--- src/rtl/netbus_pkg.sv ---
// Shared NetBus definitions: flit geometry, header field positions and receive FSM states.
package netbus_pkg;

    localparam int unsigned SOF_BIT  = 13;
    localparam int unsigned EOF_BIT  = 12;
    localparam int unsigned DEST_LSB = 7;
    localparam int unsigned DEST_MSB = 11;

    typedef enum logic [1:0] {
        IDLE = 2'd0,
        PASS = 2'd1,
        DROP = 2'd2
    } rx_state_e;

    // Nine bits per payload lane plus the 14-bit header.
    function automatic int unsigned flit_width(input int unsigned data_width);
        return data_width * 9 + 14;
    endfunction

endpackage

--- src/rtl/netbus_slice_rx_sync_if.sv ---
// Flit-in / flit-out handshake bundle of the receive slice.
interface netbus_slice_rx_sync_if
    import netbus_pkg::*;
#(
    parameter int unsigned DATA_WIDTH = 4
);
    localparam int unsigned FW = flit_width(DATA_WIDTH);

    logic [FW-1:0] WDATA;
    logic          WVALID;
    logic          WREADY;
    logic [FW-1:0] RDATA;
    logic          RVALID;
    logic          RREADY;
    logic          RFRAME;

    modport master (
        output WDATA, WVALID, RREADY,
        input  WREADY, RDATA, RVALID, RFRAME
    );

    modport slave (
        input  WDATA, WVALID, RREADY,
        output WREADY, RDATA, RVALID, RFRAME
    );

endinterface

--- src/rtl/netbus_sync_fifo.sv ---
// Single-clock FIFO with extra-MSB pointers; head entry is read straight from the array.
module netbus_sync_fifo #(
    parameter int unsigned WIDTH = 8,
    parameter int unsigned DEPTH = 8
) (
    input  logic                     clk_i,
    input  logic                     rst_ni,
    input  logic                     push_i,
    input  logic [WIDTH-1:0]         wdata_i,
    input  logic                     pop_i,
    output logic [WIDTH-1:0]         rdata_o,
    output logic                     full_o,
    output logic                     empty_o,
    output logic [$clog2(DEPTH):0]   level_o
);
    localparam int unsigned AW = $clog2(DEPTH);
    localparam int unsigned PW = AW + 1;

    logic [WIDTH-1:0] mem_q [DEPTH];
    logic [PW-1:0]    wptr_q;
    logic [PW-1:0]    rptr_q;
    logic             push_ok;
    logic             pop_ok;

    assign full_o  = (wptr_q[AW] != rptr_q[AW]) && (wptr_q[AW-1:0] == rptr_q[AW-1:0]);
    assign empty_o = (wptr_q == rptr_q);
    assign level_o = wptr_q - rptr_q;
    assign rdata_o = mem_q[rptr_q[AW-1:0]];
    assign push_ok = push_i & ~full_o;
    assign pop_ok  = pop_i & ~empty_o;

    always_ff @(posedge clk_i) begin
        if (!rst_ni) begin
            wptr_q <= '0;
            rptr_q <= '0;
        end else begin
            if (push_ok) wptr_q <= wptr_q + PW'(1);
            if (pop_ok)  rptr_q <= rptr_q + PW'(1);
        end
    end

    // Storage needs no reset; occupancy is defined by the pointers alone.
    always_ff @(posedge clk_i) begin
        if (push_ok) mem_q[wptr_q[AW-1:0]] <= wdata_i;
    end

endmodule

--- src/rtl/netbus_slice_rx_sync.sv ---
// Frame-aware NetBus receive slice: route filter, pass/drop FSM, drop counter and output FIFO.
module netbus_slice_rx_sync
    import netbus_pkg::*;
#(
    parameter int unsigned DATA_WIDTH  = 4,
    parameter int unsigned FIFO_DEPTH  = 8,
    parameter logic [31:0] ROUTE_RESET = 32'h0000_0000,
    parameter int unsigned CNT_WIDTH   = 16
) (
    input  logic                          CLK,
    input  logic                          RESETn,
    input  logic                          ROUTE_WE,
    input  logic [31:0]                   ROUTE_WDATA,
    input  logic                          DROP_EN,
    input  logic                          DROP_CLR,
    netbus_slice_rx_sync_if.slave         bus,
    output logic [$clog2(FIFO_DEPTH):0]   FIFO_LEVEL,
    output logic [CNT_WIDTH-1:0]          DROP_CNT
);
    localparam int unsigned FW = flit_width(DATA_WIDTH);

    rx_state_e            state_q, state_d;
    logic [31:0]          route_q;
    logic [CNT_WIDTH-1:0] cnt_q, cnt_d;

    logic       sof, eof, hit, keep;
    logic [4:0] dest;
    logic       wready_c, accept, push, discard;
    logic       full, empty;

    // Header decode and flit disposition; a SOF is always re-evaluated regardless of state.
    always_comb begin
        sof      = bus.WDATA[SOF_BIT];
        eof      = bus.WDATA[EOF_BIT];
        dest     = bus.WDATA[DEST_MSB:DEST_LSB];
        hit      = route_q[dest];
        wready_c = 1'b0;
        keep     = 1'b0;
        state_d  = state_q;

        if (sof) begin
            keep     = hit;
            wready_c = hit ? ~full : DROP_EN;
        end else begin
            unique case (state_q)
                PASS: begin
                    keep     = 1'b1;
                    wready_c = ~full;
                end
                default: begin
                    keep     = 1'b0;
                    wready_c = 1'b1;
                end
            endcase
        end

        if (!RESETn) wready_c = 1'b0;

        accept  = bus.WVALID & wready_c;
        push    = accept & keep;
        discard = accept & ~keep;

        // Stray flits never open a frame.
        if (accept) begin
            if (eof || (!sof && state_q == IDLE)) state_d = IDLE;
            else                                  state_d = keep ? PASS : DROP;
        end
    end

    // Saturating drop counter; clear wins over a same-cycle drop.
    always_comb begin
        cnt_d = cnt_q;
        if (DROP_CLR)                        cnt_d = '0;
        else if (discard && (cnt_q != '1))   cnt_d = cnt_q + CNT_WIDTH'(1);
    end

    always_ff @(posedge CLK) begin
        if (!RESETn) begin
            state_q <= IDLE;
            route_q <= ROUTE_RESET;
            cnt_q   <= '0;
        end else begin
            state_q <= state_d;
            cnt_q   <= cnt_d;
            if (ROUTE_WE) route_q <= ROUTE_WDATA;
        end
    end

    netbus_sync_fifo #(
        .WIDTH (FW),
        .DEPTH (FIFO_DEPTH)
    ) u_fifo (
        .clk_i   (CLK),
        .rst_ni  (RESETn),
        .push_i  (push),
        .wdata_i (bus.WDATA),
        .pop_i   (bus.RREADY),
        .rdata_o (bus.RDATA),
        .full_o  (full),
        .empty_o (empty),
        .level_o (FIFO_LEVEL)
    );

    assign bus.WREADY = wready_c;
    assign bus.RVALID = ~empty;
    assign bus.RFRAME = ~empty & bus.RDATA[EOF_BIT];
    assign DROP_CNT   = cnt_q;

endmodule

--- src/flat_wrapper.sv ---
// flat-port wrapper written by rule: the top's interface ports become plain ports
module netbus_slice_rx_sync_flat import netbus_pkg::*;
#(
    parameter int unsigned DATA_WIDTH  = 4,
    parameter int unsigned FIFO_DEPTH  = 8,
    parameter logic [31:0] ROUTE_RESET = 32'h0000_0000,
    parameter int unsigned CNT_WIDTH   = 16
)
  (CLK, RESETn, ROUTE_WE, ROUTE_WDATA, DROP_EN, DROP_CLR, FIFO_LEVEL, DROP_CNT, bus_WDATA, bus_WVALID, bus_RREADY, bus_WREADY, bus_RDATA, bus_RVALID, bus_RFRAME);
  netbus_slice_rx_sync_if #(.DATA_WIDTH(DATA_WIDTH)) bus_i ();
  input  logic CLK;
  input  logic RESETn;
  input  logic ROUTE_WE;
  input  logic [31:0] ROUTE_WDATA;
  input  logic DROP_EN;
  input  logic DROP_CLR;
  output logic [$clog2(FIFO_DEPTH):0] FIFO_LEVEL;
  output logic [CNT_WIDTH-1:0] DROP_CNT;
  input wire logic [$bits(bus_i.WDATA)-1:0] bus_WDATA;
  input wire logic [$bits(bus_i.WVALID)-1:0] bus_WVALID;
  input wire logic [$bits(bus_i.RREADY)-1:0] bus_RREADY;
  output wire logic [$bits(bus_i.WREADY)-1:0] bus_WREADY;
  output wire logic [$bits(bus_i.RDATA)-1:0] bus_RDATA;
  output wire logic [$bits(bus_i.RVALID)-1:0] bus_RVALID;
  output wire logic [$bits(bus_i.RFRAME)-1:0] bus_RFRAME;
  assign bus_i.WDATA = bus_WDATA;
  assign bus_i.WVALID = bus_WVALID;
  assign bus_i.RREADY = bus_RREADY;
  assign bus_WREADY = bus_i.WREADY;
  assign bus_RDATA = bus_i.RDATA;
  assign bus_RVALID = bus_i.RVALID;
  assign bus_RFRAME = bus_i.RFRAME;
  netbus_slice_rx_sync #(.DATA_WIDTH(DATA_WIDTH), .FIFO_DEPTH(FIFO_DEPTH), .ROUTE_RESET(ROUTE_RESET), .CNT_WIDTH(CNT_WIDTH)) u_core (.CLK(CLK), .RESETn(RESETn), .ROUTE_WE(ROUTE_WE), .ROUTE_WDATA(ROUTE_WDATA), .DROP_EN(DROP_EN), .DROP_CLR(DROP_CLR), .bus(bus_i), .FIFO_LEVEL(FIFO_LEVEL), .DROP_CNT(DROP_CNT));
endmodule
--- config.mk ---
export PLATFORM = sky130hd
export DESIGN_NAME = netbus_slice_rx_sync_flat
export DESIGN_NICKNAME = d
export VERILOG_FILES = /design/src/rtl/netbus_pkg.sv /design/src/rtl/netbus_slice_rx_sync_if.sv /design/src/rtl/netbus_sync_fifo.sv /design/src/rtl/netbus_slice_rx_sync.sv /design/src/flat_wrapper.sv
export SDC_FILE = /design/constraint.sdc
export NUM_CORES = 1
export LEC_CHECK = 0
export ABC_AREA = 1
export ABC_CLOCK_PERIOD_IN_PS = 10900
export BUFFER_PORTS_ARGS = -buffer_cell sky130_fd_sc_hd__clkbuf_2
export CORE_ASPECT_RATIO = 1.2
export CORE_MARGIN = 4
export CORE_UTILIZATION = 30
export DETAILED_ROUTE_END_ITERATION = 8
export SYNTH_ARGS = -nofsm -noshare
export SYNTH_HDL_FRONTEND = slang
export SYNTH_HIERARCHICAL = 1
export SYNTH_SLANG_ARGS = --single-unit
export TNS_END_PERCENT = 1
--- constraint.sdc ---
create_clock -name CLK -period 10.9 [get_ports CLK]
set_input_delay 3.27 -clock CLK [delete_from_list [all_inputs] [get_ports CLK]]
set_output_delay 3.27 -clock CLK [all_outputs]
set_load 0.03 [all_outputs]
## Word-level counts from Yosys, hierarchy flattened

Memories as Yosys holds them, arrays and structs flattened. A register that Yosys moved wholly into a read port is not among the register bits.
Cells that the tools add are included.

| storage, ports and cells | value |
|---|---|
| bits in registers | 58 |
| latch bits | 0 |
| bits in writable memories | 400 |
| ROM bits | 0 |
| input port bits | 89 |
| memories | 1 |

| cells by class | value |
|---|---|
| $add $sub $neg | 4 |
| multiply operators | 0 |
| div/mod/pow operators | 0 |
| order comparisons | 1 |
| equal/unequal tests | 5 |
| shift-type cells | 0 |
| muxes and demuxes | 14 |
| bitwise operators | 10 |
| reductions and logical operators | 7 |

Memories:

| name | words | bits a word | read ports | clocked after memory_dff | wr ports | line | RTL |
|---|---|---|---|---|---|---|---|
| u_core.u_fifo.mem_q | 8 | 50 | 1 | 1 | 1 | netbus_sync_fifo.sv:19 | `logic [WIDTH-1:0] mem_q [DEPTH];` |

Operators by type and width:

| operator | number |
|---|---|
| 16-bit by 1-bit adder with 16-bit output, second input constant | 1 |
| 16-bit inequality test, second input constant | 1 |
| 1-bit two-way mux | 9 |
| 4-bit by 1-bit adder with 4-bit output, second input constant | 2 |
| 1-bit AND | 6 |
| 5-bit by 6-bit < comparator with 1-bit output, second input constant | 1 |
| 3-bit two-way mux | 2 |
| 1-bit binary-select mux with 5-bit select | 1 |
| 4-bit == test | 1 |
| 2-bit two-way mux | 2 |
| 1-bit inverter | 4 |
| 4-bit subtractor | 1 |
| 3-bit == test | 1 |
| 1-bit logical AND | 3 |
| 2-bit by 1-bit == test with 1-bit output, second input constant | 1 |
| 2-bit zero test | 1 |
| 2-bit OR reduction | 1 |
| 1-bit zero test | 1 |
| 1-bit logical OR | 1 |
| 1-bit inequality test | 1 |

## Longest topological paths before layout

Gate-level depths: netlist of run 1.

| logic depth | value |
|---|---|
| depth in word-level cells | 11 |
| gate-level depth with buffers | 18 |

## Hierarchy

The synthesis of run 1 kept the hierarchy.

Modules (own cells, without submodules):

| module | times used | cells an instance | area an instance (um2) |
|---|---|---|---|
| netbus_sync_fifo | 1 | 1328 | 16754.8 |
| netbus_slice_rx_sync | 1 | 394 | 2532.4 |

## Worst setup path before layout of run 1

OpenSTA, ideal clock, no wires.

| path | value |
|---|---|
| kind | input to register |
| from | input bus_WDATA[7] |
| to | memory u_core/u_fifo/mem_q[1][0] (netlist bit) (enable) |
| library setup time | 520 ps |
| data arrival time | 8152 ps |
| required time | 10380 ps |
| slack | 2228 ps |
| stages on the path | 15 |
| buffers on the path | 2 |
| path through | buf_4 inv_6 buf_8 nand2_1 nand3_1 nand3_1 nand2_1 nand2_1 nand3_1 nand2_2 o21bai_1 inv_1 nor2_1 nand2_2 nor3_1 |

| on the way | value |
|---|---|
| longest elaborated chain between the ends | 10 |
| elaborated cells on any way between the ends | 11 |
| classes of those cells | mux: 8; bitwise: 3 |

Ends and longest elaborated chain:

| element | line | RTL |
|---|---|---|
| start, declared | flat_wrapper.sv:19 | `input wire logic [$bits(bus_i.WDATA)-1:0] bus_WDATA;` |
| 1-bit binary-select mux with 5-bit select * | netbus_slice_rx_sync.sv:36 | `hit = route_q[dest];` |
| 1-bit two-way mux (implied by the code) * | netbus_slice_rx_sync.sv:36 |  |
| 1-bit two-way mux | netbus_slice_rx_sync.sv:43 | `wready_c = hit ? ~full : DROP_EN;` |
| 1-bit two-way mux | netbus_slice_rx_sync.sv:41 | `if (sof) begin` |
| 1-bit two-way mux | netbus_slice_rx_sync.sv:57 | `if (!RESETn) wready_c = 1'b0;` |
| 1-bit AND | netbus_slice_rx_sync.sv:59 | `accept = bus.WVALID & wready_c;` |
| 1-bit AND * | netbus_slice_rx_sync.sv:60 | `push = accept & keep;` |
| net u_core.push | netbus_slice_rx_sync.sv:28 | `logic wready_c, accept, push, discard;` |
| 1-bit AND * | netbus_sync_fifo.sv:29 | `assign push_ok = push_i & ~full_o;` |
| 1-bit two-way mux * | netbus_sync_fifo.sv:44 | `if (push_ok) mem_q[wptr_q[AW-1:0]] <= wdata_i;` |
| 1-bit two-way mux (implied by the code) * | netbus_sync_fifo.sv:44 |  |
| end, declared | netbus_sync_fifo.sv:19 |  |

The timed path passes the listed nets; every way through them passes the cells marked *. The select of a mux whose other input is x is not followed.

## Worst setup path after layout of run 1

| path | value |
|---|---|
| from | input bus_WDATA[7] |
| to | output bus_WREADY |

| on the way | value |
|---|---|
| longest elaborated chain between the ends | 5 |

Ends and longest elaborated chain:

| element | line | RTL |
|---|---|---|
| 1-bit binary-select mux with 5-bit select | netbus_slice_rx_sync.sv:36 |  |
| 1-bit two-way mux (implied by the code) | netbus_slice_rx_sync.sv:36 |  |
| 1-bit two-way mux | netbus_slice_rx_sync.sv:43 |  |
| 1-bit two-way mux | netbus_slice_rx_sync.sv:41 |  |
| 1-bit two-way mux | netbus_slice_rx_sync.sv:57 |  |
| end, declared | flat_wrapper.sv:22 | `output wire logic [$bits(bus_i.WREADY)-1:0] bus_WREADY;` |

No other way between the ends. The select of a mux whose other input is x is not followed.

==> run summary, run 1 <==
Crit path launch - bus_WDATA[7]
CP Cell Sequence - clkbuf_2 -> inv_6 -> nand2_1 -> nand3_1 -> nand3_1 -> nand2_1 -> nand2_1 -> nand3_1 -> nand2_2 -> nand2_2 -> nand3_2 -> nand2_1 -> inv_1 -> clkbuf_2
Flop and latch count out of synthesis - 461
Slowest stage cell, crit path - clkbuf_2
Largest net degree at the start of global routing - 104
Hold Crit Depth - 2
PD cells - 196.6 mW/mm^2
Die area - 0.06843 mm^2
Synth Warn # - 6
Vias in the first global route - 12606
Top fanout value on the critical path - 25
Clk pwr share - 39.0%
CTS Buf Count - 48
Sequential power share - 45.3%
Cell mode on critical path - nand2_1
R2r startpoint - u_core/u_fifo/wptr_q[0]
1st-pass router iterations - 5
Clk buf depth - 3
Worst Tran Pin Value - 1097 ps
CTS tree - done
Peak Freq - 123.4 MHz
Max-slew violation count - 0
Setup violations, final - 0
Arrival @ worst endpoint - 4830 ps
H-tree Lvls - 2
Most frequent cells in the layout - edfxtp_1, nor2_1, nand2_1, o21ai_1, clkbuf_2
Initial antenna violation count - 2
Status - finished, final reports clean
Net load switching power - 0.001215 W
Share of cells above drive strength 1 - 19.59%
Worst Skew - 16.12 ps
Minimum clock period - 8104 ps
Synthesized area - 0.01929 mm^2
Post_cts resized - 0
Internal Power - 0.003154 W
Setup repair after global routing missed its margin - false
Antenna diodes - 0
Via Count - 12702
Synth unique cells - 35
Core area - 0.06344 mm^2
Mapped Cells - 1722
Max-slew headroom - 26.84%
Total Nets Final - 1950
Worst Path Class, Setup - in -> out
Hold Buf Count CTS - 0
Worst-Skew Late Latency - 590 ps
Commonest non-fill, non-tap cell in the layout - edfxtp_1
WL final - 46920 um
Number of port buffers - 161
Syn avg cell area - 11.20 um^2
Switching Share - 27.81%
Die W - 239.5 um
Iteration-0 DRC Markers - 779
Detailed placement HPWL - 26280 um
Vias per cell - 4.673
# rows - 101
Top post-synthesis cells by area - edfxtp_1, dfxtp_1, nor2_1, o21ai_1, nand2_1
Fillers - 6299
Sequential cell area fraction in the yosys report - 68.61%
Setup bufs post-CTS - 0
Global placement routability congestion - 0.8164
Area delta synth->final - 15.20%
Gr ovfl total - 0
Syn Nets - 1818
Cell taking the most area after synthesis - edfxtp_1
Die Span Y - 285.8 um
IO Pins - 162
CTS sink cnt - 461
Worst Path Required - 7630 ps
Clock root buffer - clkbuf_16
Final worst path period share - 74.35%
Hold WS - 488.3 ps
# DRC - 0
Slowest Stage Delay on Critical Path - 410 ps
Drt wl/cell - 17.26 um
Worst min path class - reg -> reg
Worst hold path startpoint - u_core/state_q[0]
Worst-path clk slew - 60 ps
Max_cap viols - 0
Antenna Nets Post-Route - 0
VDD IR-drop max - 0.1065 mV
Combinational fraction of design power - 15.6%
Starting density of the core - 30.40%
Final hold viol count - 0
Total GRT Usage - 13.53%
Reg2reg path depth - 16
Critical Path Sink Type - primary output
First-pass GRT wire length - 72750 um
Type of origin of the critical path - primary input
Synth top area share - 62.28%
Fin Setup TNS - 0 ps
Leak - 7.971 nW
final timing paths:
check / endpoint / slack [ps]
max: bus_WREADY / 2800
min: u_core/state_q[0] / 490
min reg2reg: u_core/state_q[0] / 490
max reg2reg: u_core/u_fifo/mem_q[6][41] / 6960
worst max-delay path, delay by kind of cell:
kind / cells / cell delay, ps
buffers and inverters: 4 / 780
and+or+nand+nor: 10 / 770
power by group through the flow:
stage          logic [W]  clock network, W  registers [W]
2_1_floorplan   0.000555                 0        0.00198
3_3_place_gp    0.000687                 0        0.00202
3_5_place_dp    0.000695                 0        0.00202
4_1_cts         0.000698           0.00175        0.00198
5_1_grt         0.000766           0.00183        0.00199
6_report        0.000683           0.00171        0.00198
synthesized netlist by cell type, drive strengths merged:
cell           n
nand4          3
o21ai        337
nor2         418
nor3b          1
ha             6
fa             1
xor2           5
xnor2          1
o21bai         1
nand3         54
clkbuf        22
or2            1
inv           52
clkinv         1
edfxtp       400
buf           62
nand2        260
nor3           7
dfxtp         61
dlygate4sd1   10
nand3b         2
a21oi         17
layout make-up:
type	count	area, um^2	area share (%)
clock buffer	52	1216	5.474
clock inverter	38	440.4	1.982
inverter	53	209.0	0.9404
multi-input combinational	1114	5162	23.23
sequential	461	13240	59.60
tap	824	1031	4.640
timing repair buffer	176	918.4	4.133
registers in the layout (all words and copies together) (netlist names), named ones only:
name	count
u_core/route_q	32
u_core/u_fifo/wptr_q	4
u_core/state_q	2
u_core/u_fifo/rptr_q	4
u_core/DROP_CNT	16
u_core/u_fifo/mem_q	400
cell families (layout without fill, tap and decap cells):
family / after synthesis / after routing / share of synthesized area, %
buf+inv: 147 / 319 / 4.898
simple gates: 746 / 746 / 16.50
flops: 461 / 461 / 68.61
compound gates: 355 / 355 / 9.225
fa+ha+maj: 7 / 7 / 0.4930
xor+xnor: 6 / 6 / 0.2725
through the flow:
step / utilization (%) / cell area [um^2] / setup slack [ps] / total power [W] / std cells
2_1_floorplan: - / 19290 / 2228 / 0.002535 / 1722
6_report: 35.02 / 22220 / 2796 / 0.004369 / 2718
3_3_place_gp: 32.41 / 20560 / 2820 / 0.002705 / 2628
5_1_grt: 35.02 / 22220 / 2551 / 0.004577 / 2718
3_5_place_dp: 32.41 / 20560 / 2803 / 0.002713 / 2628
4_1_cts: 35.02 / 22220 / 2788 / 0.004427 / 2718
metal layers:
metal | track usage, % | share of wire [%] | vias to the layer above | wire [um]
li1 | - | - | 6194 | -
met1 | 17.62 | 42 | 6160 | 19910
met2 | 23.58 | 51 | 298 | 23780
met3 | 2.661 | 5.4 | 48 | 2541
met4 | 2.642 | 1.4 | 2 | 669
met5 | 0 | 0.043 | - | 20
Power figures use the tool's default switching activity.
==> inputs of run 2 (changes only) <==
- ABC_AREA: 1 -> 0
- ABC_CLOCK_PERIOD_IN_PS: 10900 -> 8450
- clock period: 10.9 -> 8.45 ns (I/O delays scaled with it)
==> run 2 against run 1 <==
Against the previous run: critical path depth is 6 lower; sequential power up 26%; hold slack gained 25 ps; utilization increased by 0.83 points; cell area down 1.5%; synthesized cell count shrank 47%.
==> run summary, run 2 <==
Initial antenna violation count - 5
Iteration-0 DRC Markers - 374
Area delta synth->final - 17.68%
Worst Path Required - 5920 ps
Max-slew violation count - 0
CP delay by family, top - buffers and inverters
Slowest stage cell, crit path - clkbuf_2
Number of port buffers - 161
Post_cts resized - 0
Synthesized area - 0.01860 mm^2
Combinational fraction of design power - 4.7%
Gr ovfl total - 0
Clk buf depth - 3
Core area - 0.06107 mm^2
VDD IR-drop max - 0.1451 mV
Sequential power share - 52.5%
Status - finished, final reports clean
Ys async rst share - 0%
Worst min path class - reg -> reg
Primary FF master, synth - edfxtp_1
Largest net degree at the start of global routing - 73
Vias per cell - 4.694
Die area - 0.06608 mm^2
Switching Share - 21.07%
Hold Crit Depth - 2
Flop and latch count out of synthesis - 461
Most frequent cells in the layout - edfxtp_1, clkbuf_2, mux4_1, dfxtp_1, mux2_2
Power, Total - 0.004764 W
Top post-synthesis cells by area - edfxtp_1, mux4_1, dfxtp_1, mux2_2, mux2i_1
Sequential cell area fraction in the yosys report - 71.13%
Setup bufs post-CTS - 0
Synth Warn # - 6
Clk pwr share - 42.8%
Synth top area share - 64.56%
Syn avg cell area - 20.22 um^2
Share of cells above drive strength 1 - 28.45%
H-tree Lvls - 2
R2r startpoint - u_core/u_fifo/wptr_q[0]
Worst R2R Setup Slack - 4170 ps
Most frequent cells after synthesis - edfxtp_1, mux4_1, dfxtp_1, mux2_2, mux2i_1
Detailed placement HPWL - 25330 um
Worst Skew - 27.73 ps
First-pass GRT wire length - 59910 um
Synth unique cells - 51
Max_cap viols - 0
Clock root buffer - clkbuf_16
Stages on worst setup path - 8
PD cells - 217.6 mW/mm^2
CTS tree - done
Vias in the first global route - 9535
Syn Nets - 1016
Die W - 235.3 um
Reg2reg path depth - 10
Final hold viol count - 0
# rows - 99
Total GRT Usage - 11.83%
Global placement routability congestion - 0.7942
Via Count - 9139
Top fanout value on the critical path - 24
Starting density of the core - 30.46%
Hold Buf Count CTS - 0
Commonest non-fill, non-tap cell in the layout - edfxtp_1
Setup violations, final - 0
CTS sink cnt - 461
Cell with the most instances after synthesis - edfxtp_1
1st-pass router iterations - 4
Post-synth EDFFs - 400
Cell taking the most area after synthesis - edfxtp_1
CP Cell Sequence - clkbuf_2 -> mux2i_1 -> a211oi_1 -> nand3_1 -> nand4_2 -> mux2i_1 -> nor2_1 -> clkbuf_2
Type of origin of the critical path - primary input
Max-slew headroom - 29.52%
Worst hold path startpoint - u_core/route_q[29]
Critical Path Sink Type - primary output
Setup repair after global routing missed its margin - false
Peak Freq - 136.5 MHz
Max reg flops - 400
Reg2reg end - u_core/u_fifo/mem_q[6][29]
Antenna diodes - 0
Buf+Inv Stages, Crit Path - 2
Worst-Skew Late Latency - 580 ps
Fin Setup TNS - 0 ps
Die Span Y - 280.8 um
Worst Path Class, Setup - in -> out
Mapped Cells - 920
Total Nets Final - 1198
Minimum clock period - 7328 ps
CTS Buf Count - 47
WL final - 40330 um
Slowest Stage Delay on Critical Path - 520 ps
Arrival @ worst endpoint - 4790 ps
Drt wl/cell - 20.71 um
Antenna Nets Post-Route - 0
IO Pins - 162
Net load switching power - 0.001004 W
Worst Tran Pin Value - 1057 ps
# DRC - 0
Leak - 7.372 nW
Internal Power - 0.003760 W
Final worst path period share - 86.73%
Worst-path clk slew - 60 ps
Hold path endpoint - u_core/route_q[29]
[run 2: changes by cell type after synthesis, moves of 31 or more]
cell and delta:
nor2_2 -99, o21ai_0 -128, nand3_1 -41, buf_2 -31, mux4_1 +100, inv_1 -35
nand2_1 -236, mux2_2 +50, nor2_1 -293, o21ai_1 -203, nor2b_1 +36, mux2i_1 +49
[run 2: power by group through the flow]
stage | logic (W) | clock network (W) | registers [W]
floorplan | 0.000149 | 0 | 0.00254
global placement | 0.000224 | 0 | 0.00255
detailed placement | 0.000230 | 0 | 0.00255
CTS | 0.000230 | 0.00211 | 0.00250
global route | 0.000242 | 0.00221 | 0.00250
finish | 0.000224 | 0.00204 | 0.00250
[run 2: kinds of logic (layout without fill, tap and decap cells)]
group	count (synthesis)	count (layout)	synth area share (%)
AND/OR/NAND/NOR	141	141	4.318
multiplexers	199	199	19.79
XOR/XNOR	22	22	1.036
adder cells (fa/ha/maj)	7	7	0.5111
AO/OA/AOI/OAI	34	34	1.453
flip-flops	461	461	71.13
buffers and inverters	56	275	1.769
[run 2: how the worst max path moves through the flow]
stage	start	endpoint
finish	bus_WDATA[8]	bus_WREADY
global route	bus_WDATA[8]	bus_WREADY
CTS	bus_WDATA[8]	bus_WREADY
detailed placement	bus_WDATA[8]	bus_WREADY
global placement	bus_WDATA[8]	bus_WREADY
floorplan	bus_WDATA[8]	u_core/u_fifo/mem_q[3][0]
[run 2: final cells by class]
cell class	instances	area [um^2]
Clock buffer	53	1199
Clock inverter	33	335.3
Fill cell	5660	39170
Inverter	12	45.04
Multi-Input combinational cell	403	5096
Sequential cell	461	13240
Tap cell	808	1011
Timing Repair Buffer	177	963.4
[run 2: worst min-delay path, cell delays in order (launching register included)]
cell and delay [ps]:
dfxtp_1 320, mux2i_1 60, nor2b_1 90
[run 2: routing by layer]
metal | part of all wire (%) | vias to the layer above | wire length, um | GRT usage (%)
li1 | - | 4159 | - | -
met1 | 41 | 4712 | 16380 | 14.05
met2 | 52 | 188 | 20800 | 21.19
met3 | 5.1 | 70 | 2072 | 3.131
met4 | 2.5 | 10 | 1004 | 3.525
met5 | 0.19 | - | 76 | 0
[run 2: metrics by stage]
stage,utilization (%),cells,hold slack (ps),worst slack [ps],instance area (um^2)
2_1_floorplan,-,920,469.5,-1142,18600
3_3_place_gp,33.34,1861,483.1,1268,20360
3_5_place_dp,33.34,1861,503.7,1169,20360
4_1_cts,35.85,1947,518.7,1146,21890
5_1_grt,35.85,1947,541.8,972.1,21890
6_report,35.85,1947,513.8,1122,21890
